--- src/rtl/sw_debounce_pkg.sv ---
// ----------------------------------------------------------------------------
// sw_debounce_pkg
// Shared types and constants for the N-channel switch debouncer.
//   state_e            : per-channel debounce FSM state (STABLE / CANDIDATE)
//   MIN_SYNC_STAGES    : smallest synchroniser depth that is accepted
//   MAX_SYNC_STAGES    : largest synchroniser depth that is accepted
//   MIN_STABLE_CYCLES  : smallest stable-time window that is accepted
// ----------------------------------------------------------------------------
package sw_debounce_pkg;

  // STABLE: sw_out agrees with the synchronised input.
  // CANDIDATE: the synchronised input differs and the difference is being timed.
  typedef enum logic {
    STABLE    = 1'b0,
    CANDIDATE = 1'b1
  } state_e;

  localparam int MIN_SYNC_STAGES   = 2;
  localparam int MAX_SYNC_STAGES   = 4;
  localparam int MIN_STABLE_CYCLES = 2;

endpackage : sw_debounce_pkg

--- src/rtl/sw_debounce_ch.sv ---
// ----------------------------------------------------------------------------
// sw_debounce_ch
// One switch channel: a synchroniser chain followed by a stable-time debounce
// FSM with a candidate counter and registered rise/fall strobes.
// Ports:
//   clk     : system clock
//   resetn  : asynchronous, active-low reset
//   sw_in   : raw asynchronous switch pin
//   sw_out  : debounced level
//   sw_rise : one-cycle pulse in the first cycle sw_out is 1 after being 0
//   sw_fall : one-cycle pulse in the first cycle sw_out is 0 after being 1
//   sw_busy : channel is timing a candidate change
// ----------------------------------------------------------------------------
module sw_debounce_ch
  import sw_debounce_pkg::*;
#(
  parameter int   SYNC_STAGES   = 2,
  parameter int   STABLE_CYCLES = 100000,
  parameter logic RESET_LEVEL   = 1'b0
) (
  input  logic clk,
  input  logic resetn,
  input  logic sw_in,
  output logic sw_out,
  output logic sw_rise,
  output logic sw_fall,
  output logic sw_busy
);

  localparam int CNT_W = $clog2(STABLE_CYCLES);
  localparam logic [CNT_W-1:0] CNT_LAST = CNT_W'(STABLE_CYCLES - 1);
  localparam logic [CNT_W-1:0] CNT_ONE  = CNT_W'(1);

  logic [SYNC_STAGES-1:0] sync_q;
  logic                   s;
  state_e                 state;
  logic [CNT_W-1:0]       cnt;

  // Plain shift chain into the clock domain; nothing combinational may sit
  // between these flops or metastability settling time is lost. The chain
  // resets to the channel's idle level so release does not look like an edge.
  always_ff @(posedge clk or negedge resetn) begin
    if (!resetn) begin
      sync_q <= {SYNC_STAGES{RESET_LEVEL}};
    end else begin
      sync_q <= {sync_q[SYNC_STAGES-2:0], sw_in};
    end
  end

  assign s = sync_q[SYNC_STAGES-1];

  // Debounce FSM. A change is accepted only once s has disagreed with sw_out
  // on STABLE_CYCLES consecutive samples: the sample that enters CANDIDATE
  // counts as the first, and the sample seen with cnt == STABLE_CYCLES-1 is
  // the last. Any agreeing sample in between throws the candidate away.
  // Strobes default low so each fires for exactly the cycle sw_out updates.
  always_ff @(posedge clk or negedge resetn) begin
    if (!resetn) begin
      state   <= STABLE;
      cnt     <= '0;
      sw_out  <= RESET_LEVEL;
      sw_rise <= 1'b0;
      sw_fall <= 1'b0;
    end else begin
      sw_rise <= 1'b0;
      sw_fall <= 1'b0;
      case (state)
        STABLE: begin
          if (s != sw_out) begin
            state <= CANDIDATE;
            cnt   <= CNT_ONE;
          end else begin
            cnt   <= '0;
          end
        end
        CANDIDATE: begin
          if (s == sw_out) begin
            state <= STABLE;
            cnt   <= '0;
          end else if (cnt == CNT_LAST) begin
            sw_out  <= s;
            sw_rise <= s;
            sw_fall <= ~s;
            state   <= STABLE;
            cnt     <= '0;
          end else begin
            cnt <= cnt + CNT_ONE;
          end
        end
        default: begin
          state <= STABLE;
          cnt   <= '0;
        end
      endcase
    end
  end

  assign sw_busy = (state == CANDIDATE);

endmodule : sw_debounce_ch

--- src/rtl/sw_debounce_nch.sv ---
// ----------------------------------------------------------------------------
// sw_debounce_nch
// N-channel switch conditioner placed between the raw switch pins and the
// switch event/IRQ controller. Each channel is synchronised and debounced
// independently and reports its clean level plus rise/fall strobes.
// Ports:
//   clk     : system clock (aclk at the parent)
//   resetn  : asynchronous, active-low reset (aresetn at the parent)
//   sw_in   : [N_CH] raw asynchronous switch pins
//   sw_out  : [N_CH] debounced levels
//   sw_rise : [N_CH] one-cycle pulse when sw_out goes 0->1
//   sw_fall : [N_CH] one-cycle pulse when sw_out goes 1->0
//   sw_busy : [N_CH] channel is timing a candidate change
// ----------------------------------------------------------------------------
module sw_debounce_nch
  import sw_debounce_pkg::*;
#(
  parameter int              N_CH          = 4,
  parameter int              SYNC_STAGES   = 2,
  parameter int              STABLE_CYCLES = 100000,
  parameter logic [N_CH-1:0] RESET_LEVEL   = '0
) (
  input  logic            clk,
  input  logic            resetn,
  input  logic [N_CH-1:0] sw_in,
  output logic [N_CH-1:0] sw_out,
  output logic [N_CH-1:0] sw_rise,
  output logic [N_CH-1:0] sw_fall,
  output logic [N_CH-1:0] sw_busy
);

  // Reject configurations the channel logic cannot honour: a single-flop
  // synchroniser is unsafe, and a one-cycle window leaves no room for the
  // candidate state.
  if (SYNC_STAGES < MIN_SYNC_STAGES || SYNC_STAGES > MAX_SYNC_STAGES) begin : g_bad_sync
    $error("sw_debounce_nch: SYNC_STAGES=%0d outside %0d..%0d",
           SYNC_STAGES, MIN_SYNC_STAGES, MAX_SYNC_STAGES);
  end
  if (STABLE_CYCLES < MIN_STABLE_CYCLES) begin : g_bad_stable
    $error("sw_debounce_nch: STABLE_CYCLES=%0d below %0d",
           STABLE_CYCLES, MIN_STABLE_CYCLES);
  end

  // One self-contained channel per switch; each gets its own slice of the
  // reset level so mixed idle polarities work.
  for (genvar i = 0; i < N_CH; i++) begin : g_ch
    sw_debounce_ch #(
      .SYNC_STAGES   (SYNC_STAGES),
      .STABLE_CYCLES (STABLE_CYCLES),
      .RESET_LEVEL   (RESET_LEVEL[i])
    ) u_ch (
      .clk     (clk),
      .resetn  (resetn),
      .sw_in   (sw_in[i]),
      .sw_out  (sw_out[i]),
      .sw_rise (sw_rise[i]),
      .sw_fall (sw_fall[i]),
      .sw_busy (sw_busy[i])
    );
  end

endmodule : sw_debounce_nch

--- config.mk ---
export PLATFORM = sky130hd
export DESIGN_NAME = sw_debounce_nch
export DESIGN_NICKNAME = d
export VERILOG_FILES = /design/src/rtl/sw_debounce_pkg.sv /design/src/rtl/sw_debounce_ch.sv /design/src/rtl/sw_debounce_nch.sv
export SDC_FILE = /design/constraint.sdc
export NUM_CORES = 1
export LEC_CHECK = 0
export ABC_AREA = 1
export BUFFER_PORTS_ARGS = -buffer_cell sky130_fd_sc_hd__buf_4
export CAP_MARGIN = 0
export CORE_MARGIN = 2
export CORE_UTILIZATION = 45
export DETAILED_ROUTE_END_ITERATION = 12
export SETUP_SLACK_MARGIN = 0.2
export SYNTH_ARGS = -nofsm -noshare
export SYNTH_HDL_FRONTEND = slang
export SYNTH_SLANG_ARGS = --single-unit
--- constraint.sdc ---
create_clock -name clk -period 1.5 [get_ports clk]
set_input_delay 0.3 -clock clk [delete_from_list [all_inputs] [get_ports clk]]
set_output_delay 0.3 -clock clk [all_outputs]
set_load 0.02 [all_outputs]
==> results by group <==
Timing
  • Final Hold Viols: 0
  • RSZ-0062 raised after global routing: yes
  • Final cycle utilization of the critical path: 0.9427
  • Final Setup Violations: 0
  • Worst-Margin Slew: 484.7 ps
  • Final Skew: between 10 and 15 ps
  • Max-slew headroom: 0.6769
  • Highest Clock Rate: 707.2 MHz
  • Minimum clock period: 1414 ps
  • Setup TNS: 0 ps
  • Slew Limit Fails: 0

Finish
  • # diodes: 0
  • Area Overhead vs Synth: 33.77%
  • # fillers: 894
  • Register area: 2313 µm²
  • Non-filler cells, final: between 800 and 900
  • Area of the multi-input gates: 2745 µm²
  • Layout Utilization: 0.6223
  • Layout Nets: 701
  • Share of layout cells above drive strength 1: 0.3482

Route
  • Met2 routed WL: around 5700 µm
  • Wire per inst: 13.79 µm
  • Met3 Routed Length: between 400 and 500 µm
  • Vias/cell: roughly 5.1
  • Drt drc: 0
  • M1 wire length: 5011 µm
  • Total Wirelength: between 10000 and 15000 µm
  • Top Layer Used: met4
  • Antenna viol nets, final: 0
  • Pre-antenna DRT Iters: 5
  • Initial detailed-routing violation count: between 200 and 250
  • Via count: 4248

Placed design
  • Cells after DPL: 772
  • Hpwl dp: roughly 6900 µm
  • Routability Congestion: just over 0.9
  • Quantity of I/O buffers inserted on ports: 21

Die
  • Ports: 22
  • Die H: roughly 110 µm
  • Starting Density: 0.4653
  • Die X: 107.5 µm
  • Die area: ~12000 µm²
  • Standard-cell rows: 37
  • Core outline area: 10370 µm²

Min path
  • Hold/Removal Path Class: in2reg

Yosys
  • Synth Instances: roughly 600
  • Cell variety after synth: 28
  • Mapped Nets: roughly 630
  • Post-synthesis sequential area ratio: 0.4772
  • Top cells by area, synth: dfrtp_1 (48%), nor2_1 (11%), nand2_1 (9.3%)
  • Syn avg cell area: around 7.8 µm²
  • Cell taking the most area after synthesis: dfrtp_1
  • Post-synthesis cell area: between 4000 and 5000 µm²
  • Synth top area share: 0.4772
  • Flops & latches, synth: 92
  • Synth warnings: 0

Setup path
  • Crit path max fanout: 10
  • Arrival time worst endpoint: around 1700 ps
  • Startpoint types: flip-flop
  • Crit path kind: reg2reg
  • Required @ worst endpoint: 1770 ps
  • Critical Path Sink Type: flip-flop

Clock tree
  • Clock sink count: between 90 and 100
  • CTS Root Cell: clkbuf_8
  • H-tree depth: 3
  • Clk buf depth: 2
  • TritonCTS clock tree: built
  • Clock-pin slew on the worst setup and hold paths: approximately 90 ps
  • Cts bufs inserted: 9
  • Clk Latency, worst-skew pair: ~370 ps

Pwr
  • Leak: 2.675 nW
  • Sw power: around 0.0013 W
  • Peak supply drop: approximately 0.80 mV
  • Clock power frac: 0.372
  • Combinational share of power: 0.102
  • Design Power: 0.004927 W
  • Internal power: between 0.003 and 0.004 W
  • PD cells: 763.5 nW/µm²
  • Sequential fraction of design power: 0.526
  • Switching share of power: 0.2556

GRT
  • Initial antenna violation count: 0
  • Largest net degree at the start of global routing: 93
  • Vias in the first global route: ~4000
  • GRT Total Usage: 0.1966
  • Global-route wire length before repair: approximately 18000 µm
  • Gr ovfl total: 0

Status
  • Status: completed

Flow run
  • Max-cap violations: 0
[Yosys cell counts, drive strengths merged]
master  count
nand2     124
nand4      15
xnor2       6
a21oi       7
xor2       22
buf        22
o21bai      4
or2         1
ha          4
o21ai      15
nand3      60
a31oi       1
inv        73
nor4        1
nand3b      1
nor3b       2
dfrtp      92
nor3       24
nor2      144
[cell type report]
type	instances	area share
inverters	73	0.04285
well taps	136	0.02637
multi-input cells	433	0.4254
clock buffers	9	0.01919
flip-flops and latches	92	0.3585
repair buffers	82	0.1138
clock inverters	6	0.01396
[path summary, 6_finish.rpt]
check | startpoint | end | slack, ps | cells past startpoint
min | sw_in[1] | g_ch[1].u_ch.sync_q[0] | 30 | 1
min reg2reg | g_ch[2].u_ch.sync_q[0] | g_ch[2].u_ch.sync_q[1] | 350 | 0
min in group asynchronous | resetn | g_ch[1].u_ch.cnt[13] | 520 | 3
max reg2reg | g_ch[3].u_ch.cnt[6] | g_ch[3].u_ch.cnt[5] | 90 | 5
max | g_ch[3].u_ch.cnt[6] | g_ch[3].u_ch.cnt[5] | 90 | 5
max in group asynchronous | resetn | g_ch[0].u_ch.cnt[7] | 600 | 3
[registers in the layout, indices dropped and copies added, names as in the netlist]
register,cells
g_ch.u_ch.sw_rise,4
g_ch.u_ch.sw_out,4
g_ch.u_ch.sw_busy,4
g_ch.u_ch.cnt,68
g_ch.u_ch.sw_fall,4
g_ch.u_ch.sync_q,8
[metrics by stage]
stage | cell area (µm²) | setup slack [ps] | hold WS, ps
2_1_floorplan | 4867 | 127.4 | 4.409
3_3_place_gp | 5187 | 50.18 | 332.0
3_5_place_dp | 5187 | 19.15 | 335.5
4_1_cts | 5929 | 102.7 | 8.316
5_1_grt | 6454 | -19.58 | 0.8759
6_report | 6454 | 86.02 | 30.74
[power groups by stage]
stage	Combinational, W	Clock, W	Sequential, W
global route	0.000553	0.00200	0.00260
CTS	0.000437	0.00191	0.00259
finish	0.000502	0.00183	0.00259
detailed placement	0.000332	0	0.00262
global placement	0.000324	0	0.00262
floorplan	0.000216	0	0.00261
[critical path, stage by stage (launching register included)]
cell and delay, ps:
dfrtp_2 460, nor2_1 140, nand3b_1 220, o21ai_4 290, buf_12 160, nor2_1 50
[cell usage in the layout, fill, tap and decap left out, types with 13 or more instances in the layout]
cell type and n:
buf_4 64, dfrtp_1 83, inv_1 62, nand2_1 103, nand2_2 14, nand3_1 41, nand4_1 15, nor2_1 88
nor2_2 33, nor2_4 23, nor3_1 13, xor2_1 20
[per-layer routing]
layer / vias up / track usage
li1: 2080 / -
met1: 2038 / 0.2562
met2: 103 / 0.3113
met3: 27 / 0.04964
met4: 0 / 0.08333
met5: - / 0
[logic make-up (layout without fill, tap and decap cells)]
group | after synthesis | after routing | synth area share
buffers and inverters | 95 | 170 | 0.09154
DFF | 92 | 92 | 0.4772
adders and majority gates | 4 | 4 | 0.01037
xor gates and xnor gates | 28 | 28 | 0.05083
and+or+nand+nor | 372 | 374 | 0.3390
AOI/OAI and AO/OA | 27 | 27 | 0.03112
[what timing repair did]
| item | in CTS | in global routing |
|---|---|---|
| hold endpoints to repair | 92 | 0 |
| setup buffers | 20 | 21 |
| hold buffers | 1 | 0 |
| setup endpoints to repair | 77 | 86 |
| pin swaps | 37 | 28 |
| gates resized for setup | 84 | 102 |
| gates cloned | 2 | 0 |
(Power assumes the default switching activity.)
